--- src/rtl/byte_write_pkg.sv ---
// Shared constants and requester identifiers for the byte-write arbiter slice.
package byte_write_pkg;

    localparam int unsigned DATA_W  = 16;
    localparam int unsigned N_WORDS = 4;
    localparam int unsigned ADDR_W  = 2;

    typedef enum logic {
        REQ_A = 1'b0,
        REQ_B = 1'b1
    } req_id_e;

endpackage

--- src/rtl/byte_en_word.sv ---
// One storage word with per-byte-lane write enables and synchronous clear.
module byte_en_word #(
    parameter int unsigned DATA_W = 16
) (
    input  logic                clk,
    input  logic                resetn,
    input  logic                we_i,
    input  logic [DATA_W/8-1:0] byteena_i,
    input  logic [DATA_W-1:0]   d_i,
    output logic [DATA_W-1:0]   q_o
);

    logic [DATA_W-1:0] word_q;

    always_ff @(posedge clk) begin
        if (!resetn) begin
            word_q <= '0;
        end else if (we_i) begin
            for (int unsigned k = 0; k < DATA_W / 8; k++) begin
                if (byteena_i[k]) begin
                    word_q[8*k +: 8] <= d_i[8*k +: 8];
                end
            end
        end
    end

    assign q_o = word_q;

endmodule

--- src/rtl/byte_write_arbiter.sv ---
// Two-requester round-robin arbiter in front of a small byte-writable word store,
// with a registered read port and a saturating count of contended cycles.
module byte_write_arbiter #(
    parameter int unsigned DATA_W  = byte_write_pkg::DATA_W,
    parameter int unsigned N_WORDS = byte_write_pkg::N_WORDS,
    parameter int unsigned ADDR_W  = (N_WORDS > 1) ? $clog2(N_WORDS) : 1
) (
    input  logic                clk,
    input  logic                resetn,

    input  logic                a_valid_i,
    output logic                a_ready_o,
    input  logic [ADDR_W-1:0]   a_addr_i,
    input  logic [DATA_W/8-1:0] a_byteena_i,
    input  logic [DATA_W-1:0]   a_data_i,

    input  logic                b_valid_i,
    output logic                b_ready_o,
    input  logic [ADDR_W-1:0]   b_addr_i,
    input  logic [DATA_W/8-1:0] b_byteena_i,
    input  logic [DATA_W-1:0]   b_data_i,

    input  logic [ADDR_W-1:0]   rd_addr_i,
    output logic [DATA_W-1:0]   rd_data_o,
    output logic [7:0]          conflict_cnt_o
);

    import byte_write_pkg::*;

    localparam int unsigned BeW = DATA_W / 8;

    req_id_e ptr_q, ptr_d;
    logic [7:0] cnt_q, cnt_d;
    logic [DATA_W-1:0] rd_data_q, rd_data_d;

    logic              wr_en;
    logic [ADDR_W-1:0] wr_addr;
    logic [BeW-1:0]    wr_be;
    logic [DATA_W-1:0] wr_data;

    logic [DATA_W-1:0] word_q [N_WORDS];

    // Grant is held low throughout reset so nothing is accepted.
    assign a_ready_o = resetn & a_valid_i & (~b_valid_i | (ptr_q == REQ_A));
    assign b_ready_o = resetn & b_valid_i & (~a_valid_i | (ptr_q == REQ_B));

    assign wr_en   = a_ready_o | b_ready_o;
    assign wr_addr = b_ready_o ? b_addr_i    : a_addr_i;
    assign wr_be   = b_ready_o ? b_byteena_i : a_byteena_i;
    assign wr_data = b_ready_o ? b_data_i    : a_data_i;

    always_comb begin
        ptr_d = ptr_q;
        if (a_ready_o) begin
            ptr_d = REQ_B;
        end else if (b_ready_o) begin
            ptr_d = REQ_A;
        end
    end

    always_comb begin
        cnt_d = cnt_q;
        if (a_valid_i && b_valid_i && (cnt_q != 8'hFF)) begin
            cnt_d = cnt_q + 8'd1;
        end
    end

    // Addresses with no matching word read as zero and write nowhere.
    always_comb begin
        rd_data_d = '0;
        for (int unsigned i = 0; i < N_WORDS; i++) begin
            if (rd_addr_i == ADDR_W'(i)) begin
                rd_data_d = word_q[i];
            end
        end
    end

    always_ff @(posedge clk) begin
        if (!resetn) begin
            ptr_q     <= REQ_A;
            cnt_q     <= '0;
            rd_data_q <= '0;
        end else begin
            ptr_q     <= ptr_d;
            cnt_q     <= cnt_d;
            rd_data_q <= rd_data_d;
        end
    end

    for (genvar g = 0; g < N_WORDS; g++) begin : gen_word
        byte_en_word #(
            .DATA_W (DATA_W)
        ) u_word (
            .clk       (clk),
            .resetn    (resetn),
            .we_i      (wr_en && (wr_addr == ADDR_W'(g))),
            .byteena_i (wr_be),
            .d_i       (wr_data),
            .q_o       (word_q[g])
        );
    end

    assign rd_data_o      = rd_data_q;
    assign conflict_cnt_o = cnt_q;

endmodule

--- config.mk ---
export PLATFORM = sky130hd
export DESIGN_NAME = byte_write_arbiter
export DESIGN_NICKNAME = d
export VERILOG_FILES = /design/src/rtl/byte_write_pkg.sv /design/src/rtl/byte_en_word.sv /design/src/rtl/byte_write_arbiter.sv
export SDC_FILE = /design/constraint.sdc
export NUM_CORES = 1
export LEC_CHECK = 0
export ABC_AREA = 1
export BUFFER_PORTS_ARGS = -buffer_cell sky130_fd_sc_hd__buf_2
export CORE_MARGIN = 2
export CORE_UTILIZATION = 45
export DETAILED_ROUTE_END_ITERATION = 10
export GPL_TIMING_DRIVEN = 0
export PLACE_DENSITY = 0.68
export SKIP_LAST_GASP = 1
export SLEW_MARGIN = 20
export SYNTH_ARGS = -nofsm -noshare
export SYNTH_HDL_FRONTEND = slang
export SYNTH_HIERARCHICAL = 1
export SYNTH_SLANG_ARGS = --single-unit
--- constraint.sdc ---
create_clock -name clk -period 1.7 [get_ports clk]
set_clock_uncertainty 0.15 [all_clocks]
set_input_delay 0.34 -clock clk [delete_from_list [all_inputs] [get_ports clk]]
set_output_delay 0.34 -clock clk [all_outputs]
set_load 0.005 [all_outputs]
==> reports/metrics.cfg <==
[global_route]
gr-usage-all-layers=0.227
grt_first_pass_wirelength_mm=19.3
grt_max_degree=17
globalRouteOverflowTotal=0
antenna_found_initial=0
grt_pass1_vias=4015

[floorplan]
rows=36
die_w_microns=104
core_sq_um=9680
fp.dieH_microns=104
initial_utilization=0.461
boundaryPins=72
dieArea_sq_um=10700

[detailed_routing]
drt_wl_total_mm=12.5
dr.first_iter.drc_count=231
drt-vias-per-instance=4.79
postRouteAntennaNets=0
vias=4482
routedWlPerCell_microns=13.4
firstDrtPassIters=5
drc=0

[setup_path]
crit_required_ps=1820
critical_path_class=flop to flop
cp-start-kind=flop
critPathArrivalTime_ps=1960
path_max_fanout=10
end_kind=flop

[synth]
syn_area_sq_um=4460
ys_ff_latch=89
synth.distinct_cells=30
synth_area_leaders=dfxtp_1 (40%), nand2_1 (21%), nor2_1 (12%), inv_1 (7.7%), buf_6 (2.8%)
yosysSeqAreaShare=0.399
yosysTopAreaCell=dfxtp_1
synthCells=693
syn_nets=740
yosys.area.top_type_share=0.399
ys.warnings.count=6
synth_area_per_cell_sq_um=6.44

[place]
place_inst=895
port_buffers=69
pre_cts_ws_ps=-347
hpwl_mm=8.14
place_area_sq_um=4970
place.gp.congestion=0.878

[power]
p_leak_nw=3.13
pwr_density_cell_nw_per_um2=775
max-vdd-ir-drop_mv=0.488

[clocking]
cts_tree=done
clkTransAtPathRegs_ps=90
hold_buffers=0
insertion_delay_ps=360
numCtsBuffers=9
root_buffer=clkbuf_8
h-tree-depth=3
cts.sinks=89
clockBufferDepth=2

[finish]
nets=845
num_antenna_cells=0
layout_commonest_cell=nand2_1
fill_cells=862
syn2layout_area_growth_pct=30.7
final_cell_mix=nand2_1 (227), nor2_1 (112), inv_1 (89), dfxtp_1 (88), buf_2 (71)
fin_util=0.602
final_area_sq_um=5830
fin_cells=936
drive_gt1_frac=0.283

[status]
violations=negative setup slack
status=finished, violations left

[min_path]
min_path_type=input port to flop

[sta]
finalHoldViolations=0
finalCriticalPeriod_ps=1850
rsz0062_at_grt=true
max_slew_margin=0.597
worst_slew_pin_slew_ps=604
finalMaxSlewViolations=0
fmax_mhz=542
setup_violations=65
fin_ws_ps=-146
setup-tns-final_ps=-4810
min_period_over_period=1.09

[flow_run]
cap_violations=0

-- registers in the layout (all words and copies together) (netlist names) --
name and flops:
conflict_cnt_o 8, rd_data_o 16, gen_word.u_word/q_o 64, ptr_q 1
-- worst max-delay path: stages, from the launching register on --
cell and delay, ps:
dfxtp_2 350, inv_2 30, nand2_2 60, nand3_4 160
o21ai_4 270, inv_2 110, nor2_4 190, nand2_4 110
buf_8 160, nor2_1 100, nor2_1 60
-- cell usage after synthesis (all sizes together) --
library cell  number
a21oi              5
buf               19
clkbuf             8
clkinv             1
dfxtp             89
ha                 1
inv               96
nand2            270
nand3             25
nand3b             1
nand4             13
nor2             146
nor3               1
o211ai             8
o21ai              9
xor2               1
-- routing by layer --
layer  part of all wire  vias to the layer above  GRT usage
li1                   -                     2270          -
met1               0.41                     2012      0.276
met2               0.50                      164      0.396
met3              0.053                       36     0.0327
met4              0.038                        0      0.107
met5                  0                        -          0
-- final cells by class --
class                   count  area [sq um]  share of cell area
well taps                 133           166              0.0285
multi-input cells         481          2370               0.407
plain buffers              26           267              0.0457
flip-flops and latches     89          1780               0.306
clock inverters             6          91.3              0.0157
repair buffers             94           652               0.112
inverters                  97           372              0.0637
clock buffers              10           128              0.0219
-- kinds of logic (layout without fill, tap and decap cells) --
| group | after synthesis | in the layout | synth area share |
|---|---|---|---|
| AO/OA/AOI/OAI | 22 | 22 | 0.0314 |
| XOR/XNOR | 1 | 1 | 0.00196 |
| adder cells (fa/ha/maj) | 1 | 1 | 0.00280 |
| buffers and inverters | 124 | 233 | 0.137 |
| flip-flops | 89 | 89 | 0.399 |
| AND/OR/NAND/NOR | 456 | 457 | 0.427 |
-- per-stage QoR --
| step | total power [mW] | hold WS, ps |
|---|---|---|
| 2_1_floorplan | 2.59 | 313 |
| 3_3_place_gp | 2.76 | 327 |
| 3_5_place_dp | 2.78 | 336 |
| 4_1_cts | 4.47 | 215 |
| 5_1_grt | 4.71 | 245 |
| 6_report | 4.52 | 217 |
-- where the power goes --
part	leakage [nW]	switching (mW)	total (mW)	internal [mW]
registers	0.722	0.0363	2.19	2.16
logic	2.31	0.432	0.700	0.268
clock network	0.0991	0.791	1.62	0.833
total	3.13	1.26	4.52	3.26
-- what timing repair did --
action / 4_1_cts / 5_1_grt
endpoints found under the hold margin: 0 / 0
pin swaps: 10 / 18
gates cloned: 3 / 2
gates resized for setup: 61 / 51
buffers inserted: 16 / 5
setup endpoints to repair: 65 / 66
-- final timing paths --
path / start / to / slack [ps] / cells after the start
min: b_data_i[11] / gen_word[1].u_word/q_o[11]$_SDFFE_PN0P_ / 220 / 5
max reg2reg: ptr_q$_SDFFE_PN0P_ / gen_word[2].u_word/q_o[6]$_SDFFE_PN0P_ / -150 / 10
max: ptr_q$_SDFFE_PN0P_ / gen_word[2].u_word/q_o[6]$_SDFFE_PN0P_ / -150 / 10
min reg2reg: gen_word[3].u_word/q_o[5]$_SDFFE_PN0P_ / rd_data_o[5]$_SDFF_PN0_ / 350 / 2
(Power assumes the default switching activity.)
